$ cat config.mk
export PLATFORM = sky130hd
export DESIGN_NAME = btn_event_gen
export DESIGN_NICKNAME = d
export VERILOG_FILES = /design/src/rtl/btn_event_gen.sv
export SDC_FILE = /design/constraint.sdc
export NUM_CORES = 1
export LEC_CHECK = 0
export CORE_MARGIN = 8
export CORE_UTILIZATION = 50
export CTS_CLUSTER_DIAMETER = 30
export CTS_CLUSTER_SIZE = 40
export DETAILED_ROUTE_END_ITERATION = 10
export PLACE_DENSITY = 0.75
export REMOVE_ABC_BUFFERS = 1
export SETUP_SLACK_MARGIN = 0.05
export SYNTH_ARGS = -nofsm -noshare
export SYNTH_HDL_FRONTEND = slang
export SYNTH_SLANG_ARGS = --single-unit
export TNS_END_PERCENT = 5
$ cat constraint.sdc
create_clock -name i_clk -period 5.35 [get_ports i_clk]
set_input_delay 1.07 -clock i_clk [delete_from_list [all_inputs] [get_ports i_clk]]
set_output_delay 1.07 -clock i_clk [all_outputs]
set_load 0.02 [all_outputs]
$ cat src/rtl/btn_event_gen.sv
// btn_event_gen
//   Button front end for the calculator: per-button 2-flop synchroniser,
//   debounce filter, press/release edge pulses and optional auto-repeat.
//
// Ports
//   i_clk        system clock
//   i_rst_n      asynchronous active-low reset
//   i_btn        raw button pins, active-low, asynchronous to i_clk
//   i_repeat_en  global auto-repeat enable
//   o_pressed    debounced level, 1 = held
//   o_event      one-cycle pulse on each accepted press and each auto-repeat
//   o_release    one-cycle pulse on each accepted release
module btn_event_gen #(
  parameter int unsigned    N               = 11,
  parameter int unsigned    DEBOUNCE_CYCLES = 250000,
  parameter int unsigned    REPEAT_DELAY    = 6000000,
  parameter int unsigned    REPEAT_RATE     = 1500000,
  parameter logic [N-1:0]   REPEAT_MASK     = '0
) (
  input  logic          i_clk,
  input  logic          i_rst_n,
  input  logic [N-1:0]  i_btn,
  input  logic          i_repeat_en,
  output logic [N-1:0]  o_pressed,
  output logic [N-1:0]  o_event,
  output logic [N-1:0]  o_release
);

  localparam int unsigned DB_W   = $clog2(DEBOUNCE_CYCLES + 1);
  localparam int unsigned RP_MAX = (REPEAT_DELAY > REPEAT_RATE) ? REPEAT_DELAY : REPEAT_RATE;
  localparam int unsigned RP_W   = $clog2(RP_MAX + 1);

  localparam logic [DB_W-1:0] DB_LAST  = DB_W'(DEBOUNCE_CYCLES);
  localparam logic [RP_W-1:0] RP_DELAY = RP_W'(REPEAT_DELAY);
  localparam logic [RP_W-1:0] RP_RATE  = RP_W'(REPEAT_RATE);

  // Repeat phase: waiting for the initial delay, or in the steady repeat rate.
  typedef enum logic {
    PH_DELAY = 1'b0,
    PH_RATE  = 1'b1
  } phase_t;

  logic [N-1:0]    sync1, sync2;
  logic [N-1:0]    stable, stable_nxt;
  logic [N-1:0]    fall, rise, fire;
  logic [DB_W-1:0] db_cnt     [N];
  logic [DB_W-1:0] db_cnt_nxt [N];
  logic [RP_W-1:0] rp_cnt     [N];
  logic [RP_W-1:0] rp_cnt_nxt [N];
  phase_t          phase      [N];
  phase_t          phase_nxt  [N];

  assign o_pressed = ~stable;

  always_comb begin
    logic [DB_W-1:0] db_inc;
    logic [RP_W-1:0] rp_inc;
    logic [RP_W-1:0] rp_target;
    stable_nxt = stable;
    fall       = '0;
    rise       = '0;
    fire       = '0;
    db_inc     = '0;
    rp_inc     = '0;
    rp_target  = '0;
    for (int unsigned i = 0; i < N; i++) begin
      // Debounce: accept the new level on the edge the count would hit the limit.
      db_cnt_nxt[i] = '0;
      db_inc        = db_cnt[i] + 1'b1;
      if (sync2[i] != stable[i]) begin
        if (db_inc == DB_LAST) begin
          stable_nxt[i] = sync2[i];
        end else begin
          db_cnt_nxt[i] = db_inc;
        end
      end
      fall[i] = stable[i] & ~stable_nxt[i];
      rise[i] = ~stable[i] & stable_nxt[i];

      // Auto-repeat runs only while held before and after this edge; a press
      // edge (stable was 1) and a release edge both land in the cleared branch,
      // so a release coinciding with a repeat suppresses the repeat.
      rp_cnt_nxt[i] = '0;
      phase_nxt[i]  = PH_DELAY;
      rp_inc        = rp_cnt[i] + 1'b1;
      rp_target     = (phase[i] == PH_RATE) ? RP_RATE : RP_DELAY;
      if (REPEAT_MASK[i] && i_repeat_en && !stable[i] && !rise[i]) begin
        if (rp_inc == rp_target) begin
          fire[i]      = 1'b1;
          phase_nxt[i] = PH_RATE;
        end else begin
          rp_cnt_nxt[i] = rp_inc;
          phase_nxt[i]  = phase[i];
        end
      end
    end
  end

  always_ff @(posedge i_clk or negedge i_rst_n) begin
    if (!i_rst_n) begin
      sync1     <= '1;
      sync2     <= '1;
      stable    <= '1;
      o_event   <= '0;
      o_release <= '0;
      for (int unsigned i = 0; i < N; i++) begin
        db_cnt[i] <= '0;
        rp_cnt[i] <= '0;
        phase[i]  <= PH_DELAY;
      end
    end else begin
      sync1     <= i_btn;
      sync2     <= sync1;
      stable    <= stable_nxt;
      o_event   <= fall | fire;
      o_release <= rise;
      for (int unsigned i = 0; i < N; i++) begin
        db_cnt[i] <= db_cnt_nxt[i];
        rp_cnt[i] <= rp_cnt_nxt[i];
        phase[i]  <= phase_nxt[i];
      end
    end
  end

endmodule

==> flow_metrics.py <==
metrics = {
    "global_routing": {
        "grt_first_pass_wirelength_mm": 45.6,
        "grt-busiest-layer": "met2",
        "grtUsageMet2": 0.268,
        "grt_pass1_vias": 9831,
        "use_met3": 0.0334,
        "grt_max_degree": 111,
        "grt_use_met1": 0.224,
        "antenna_found_initial": 0,
        "grt_overflow_total": 0,
        "grtUsageTotal": 0.168,
    },
    "drt": {
        "first_pass_iters": 5,
        "drt_iter0_drc": 692,
        "postRouteAntennaNets": 0,
        "drt-total-wl_mm": 26.1,
        "vias": 10136,
        "drc": 0,
        "wl_per_cell_um": 14.4,
        "avgViaCountPerCell": 5.61,
    },
    "cells_and_area": {
        "antenna_cells": 0,
        "mostFrequentLayoutCells": "dfrtp_1, nor2_1, xnor2_1, xor2_1, nand3_1",
        "nNetsFinal": 1449,
        "final_area_sq_mm": 0.0158,
        "fin_cells": 1807,
        "multi_input_area_sq_mm": 0.00647,
        "drive_gt1_frac": 0.122,
        "regArea_sq_mm": 0.00637,
        "area_growth_pct": 20.5,
        "layout_commonest_cell": "dfrtp_1",
        "nFillCells": 2062,
    },
    "timing": {
        "post-route-min-period_ns": 3.30,
        "finalHoldViolCount": 0,
        "max_freq_mhz": 303,
        "rsz0062_at_grt": "false",
        "worstMarginPinSlew_ns": 1.32,
        "fin_crit_sh": 0.617,
        "slew_headroom": 0.112,
        "setup_viol": 0,
        "slew_violations": 0,
        "fin_setup_tns_ns": 0,
        "finClkSkew_ns": 0.0153,
    },
    "floorplanning": {
        "initial_core_util": 0.508,
        "die_w_um": 178,
        "rows": 59,
        "core-area_sq_mm": 0.0259,
        "die_h_um": 178,
        "ios": 47,
        "die-area_sq_mm": 0.0317,
    },
    "worst_hold_path": {
        "holdPathEnd": "sync2[4]",
        "holdPathStages": 0,
        "hold_start": "sync1[4]",
        "hold_class": "register to register",
    },
    "worst_setup_path": {
        "cp_max_fo": 17,
        "cp.arrival_ns": 3.66,
        "r2r_start": "db_cnt[54]",
        "r2r-end": "db_cnt[63]",
        "critical_path_class": "register to register",
        "crit_path_end_kind": "register",
        "r2r_cells": 7,
        "required_ns": 5.71,
        "critPathLaunchType": "register",
        "critPathSlowestCell": "o31ai_2",
        "crit_chain": "ha_1 -> nand3_1 -> nor4_1 -> o2111a_1 -> o221ai_1 -> o31ai_2 -> nor2_1",
        "slowest_delay_ns": 1.14,
        "regToRegSetupSlack_ns": 2.05,
    },
    "clocking": {
        "root_buffer": "clkbuf_16",
        "numCtsBuffers": 57,
        "cts_hold_buf": 0,
        "clkLatencyLatePin_ns": 0.55,
        "clkSinkCount": 253,
        "cts.path.max_buffers": 3,
        "cts_tree": "yes",
        "cts_resized": 0,
        "post_cts.repair.setup_buffers": 0,
        "clk_pin_slew_worst_paths_ns": 0.05,
        "htreeDepth": 2,
    },
    "synth": {
        "synthMuxAreaShare": 0.0202,
        "yosys_most_used_dff": "dfrtp_1",
        "synth_top_family_by_area": "simple AND/OR/NAND/NOR gates",
        "avgSynthCellArea_sq_um": 9.73,
        "synthesis.area_sq_mm": 0.0132,
        "ys_types": 78,
        "synth-compound-area-share": 0.0683,
        "synth_warnings": 0,
        "synthCells": 1351,
        "async_flop_share": 1.00,
        "yosysTopAreaCell": "dfrtp_1",
        "synth_edf_count": 0,
        "synth-xor-area-share": 0.125,
        "synth_seq_area_share": 0.485,
        "synth.top_cell.area_share": 0.419,
        "synthSimpleGateAreaFrac": 0.268,
        "synth_fa_ha_area_frac": 0.0105,
        "synthTopCellsByArea": "dfrtp_1, dfstp_2, xnor2_1",
        "yosys_register_bits": 253,
    },
    "placement": {
        "io_buffers": 45,
        "hpwl_mm": 16.6,
        "dpl-instance-area_sq_mm": 0.0139,
        "gp_congestion": 0.901,
        "dp_cells": 1700,
    },
    "run": {
        "cap_viol_max_count": 0,
    },
    "power": {
        "pwr_density_cell_mw_per_mm2": 349,
        "power.leakage_nw": 6.38,
        "finalPower_mw": 5.53,
        "peakVddDrop_v": 0.000315,
    },
    "outcome": {
        "outcome": "finished clean",
    },
}
kinds of logic (layout without fill, tap and decap cells):
group | count (synthesis) | count (layout)
AOI/OAI and AO/OA | 125 | 125
xor gates and xnor gates | 187 | 187
adders and majority gates | 11 | 11
buffers and inverters | 75 | 196
DFF | 253 | 253
muxes | 24 | 24
and+or+nand+nor | 676 | 676
through the flow:
step,hold WS [ns],setup WS (ns),utilization
floorplan,0.345,2.51,-
global placement,0.345,2.12,0.537
detailed placement,0.347,2.09,0.537
CTS,0.351,2.08,0.612
global route,0.356,1.75,0.612
finish,0.352,2.05,0.612
report_power, final:
group | internal [mW] | total, mW | switching (mW)
registers | 1.96 | 1.99 | 0.0376
logic | 0.0415 | 0.123 | 0.0819
clock network | 2.32 | 3.42 | 1.10
total | 4.32 | 5.53 | 1.22
cell type report:
class | instances | share of cell area
Inverter | 38 | 0.00900
Multi-Input combinational cell | 1023 | 0.408
Clock inverter | 31 | 0.0215
Clock buffer | 76 | 0.100
Tap cell | 335 | 0.0264
Timing Repair Buffer | 51 | 0.0324
Sequential cell | 253 | 0.402
cell usage after synthesis (all sizes together), types with 5 or more instances:
cell type	number
or3	18
xor2	91
inv	38
nand4	52
nor3b	15
a21o	5
nand4b	6
nand2b	13
mux2	17
nand3	83
dfrtp	220
nor4	34
and4b	9
dfstp	33
and4	12
nor2	208
xnor2	96
clkbuf	20
o21ai	13
a21oi	38
buf	17
mux2i	7
nand2	78
and3	37
nor2b	9
o2111ai	6
ha	11
a31oi	6
nor3	66
or4	8
and2	13
o31ai	7
flip-flops by register name, summed over array words and instances, names as in the netlist:
signal / count
sync1: 11
o_event: 11
sync2: 11
o_release: 11
stable: 11
db_cnt: 198
per-layer routing:
layer | up-vias | share of wire
li1 | 4964 | -
met1 | 4872 | 0.46
met2 | 234 | 0.46
met3 | 66 | 0.048
met4 | 0 | 0.027
met5 | - | 0
critical path, delay by kind of cell, from the launching register on:
kind            cells  cell delay (ns)
compound gates      3             1.55
simple gates        3             0.86
fa+ha+maj           1             0.26
flops               1             0.43
worst max path at each step:
stage | from | to | slack (ns)
finish | db_cnt[54] | db_cnt[63] | 2.05
global route | db_cnt[59] | db_cnt[63] | 1.75
CTS | db_cnt[36] | stable[8] | 2.08
detailed placement | db_cnt[36] | stable[8] | 2.09
global placement | db_cnt[36] | stable[8] | 2.12
floorplan | db_cnt[162] | db_cnt[164] | 2.51
No activity file was read; power rests on OpenSTA's default activity.
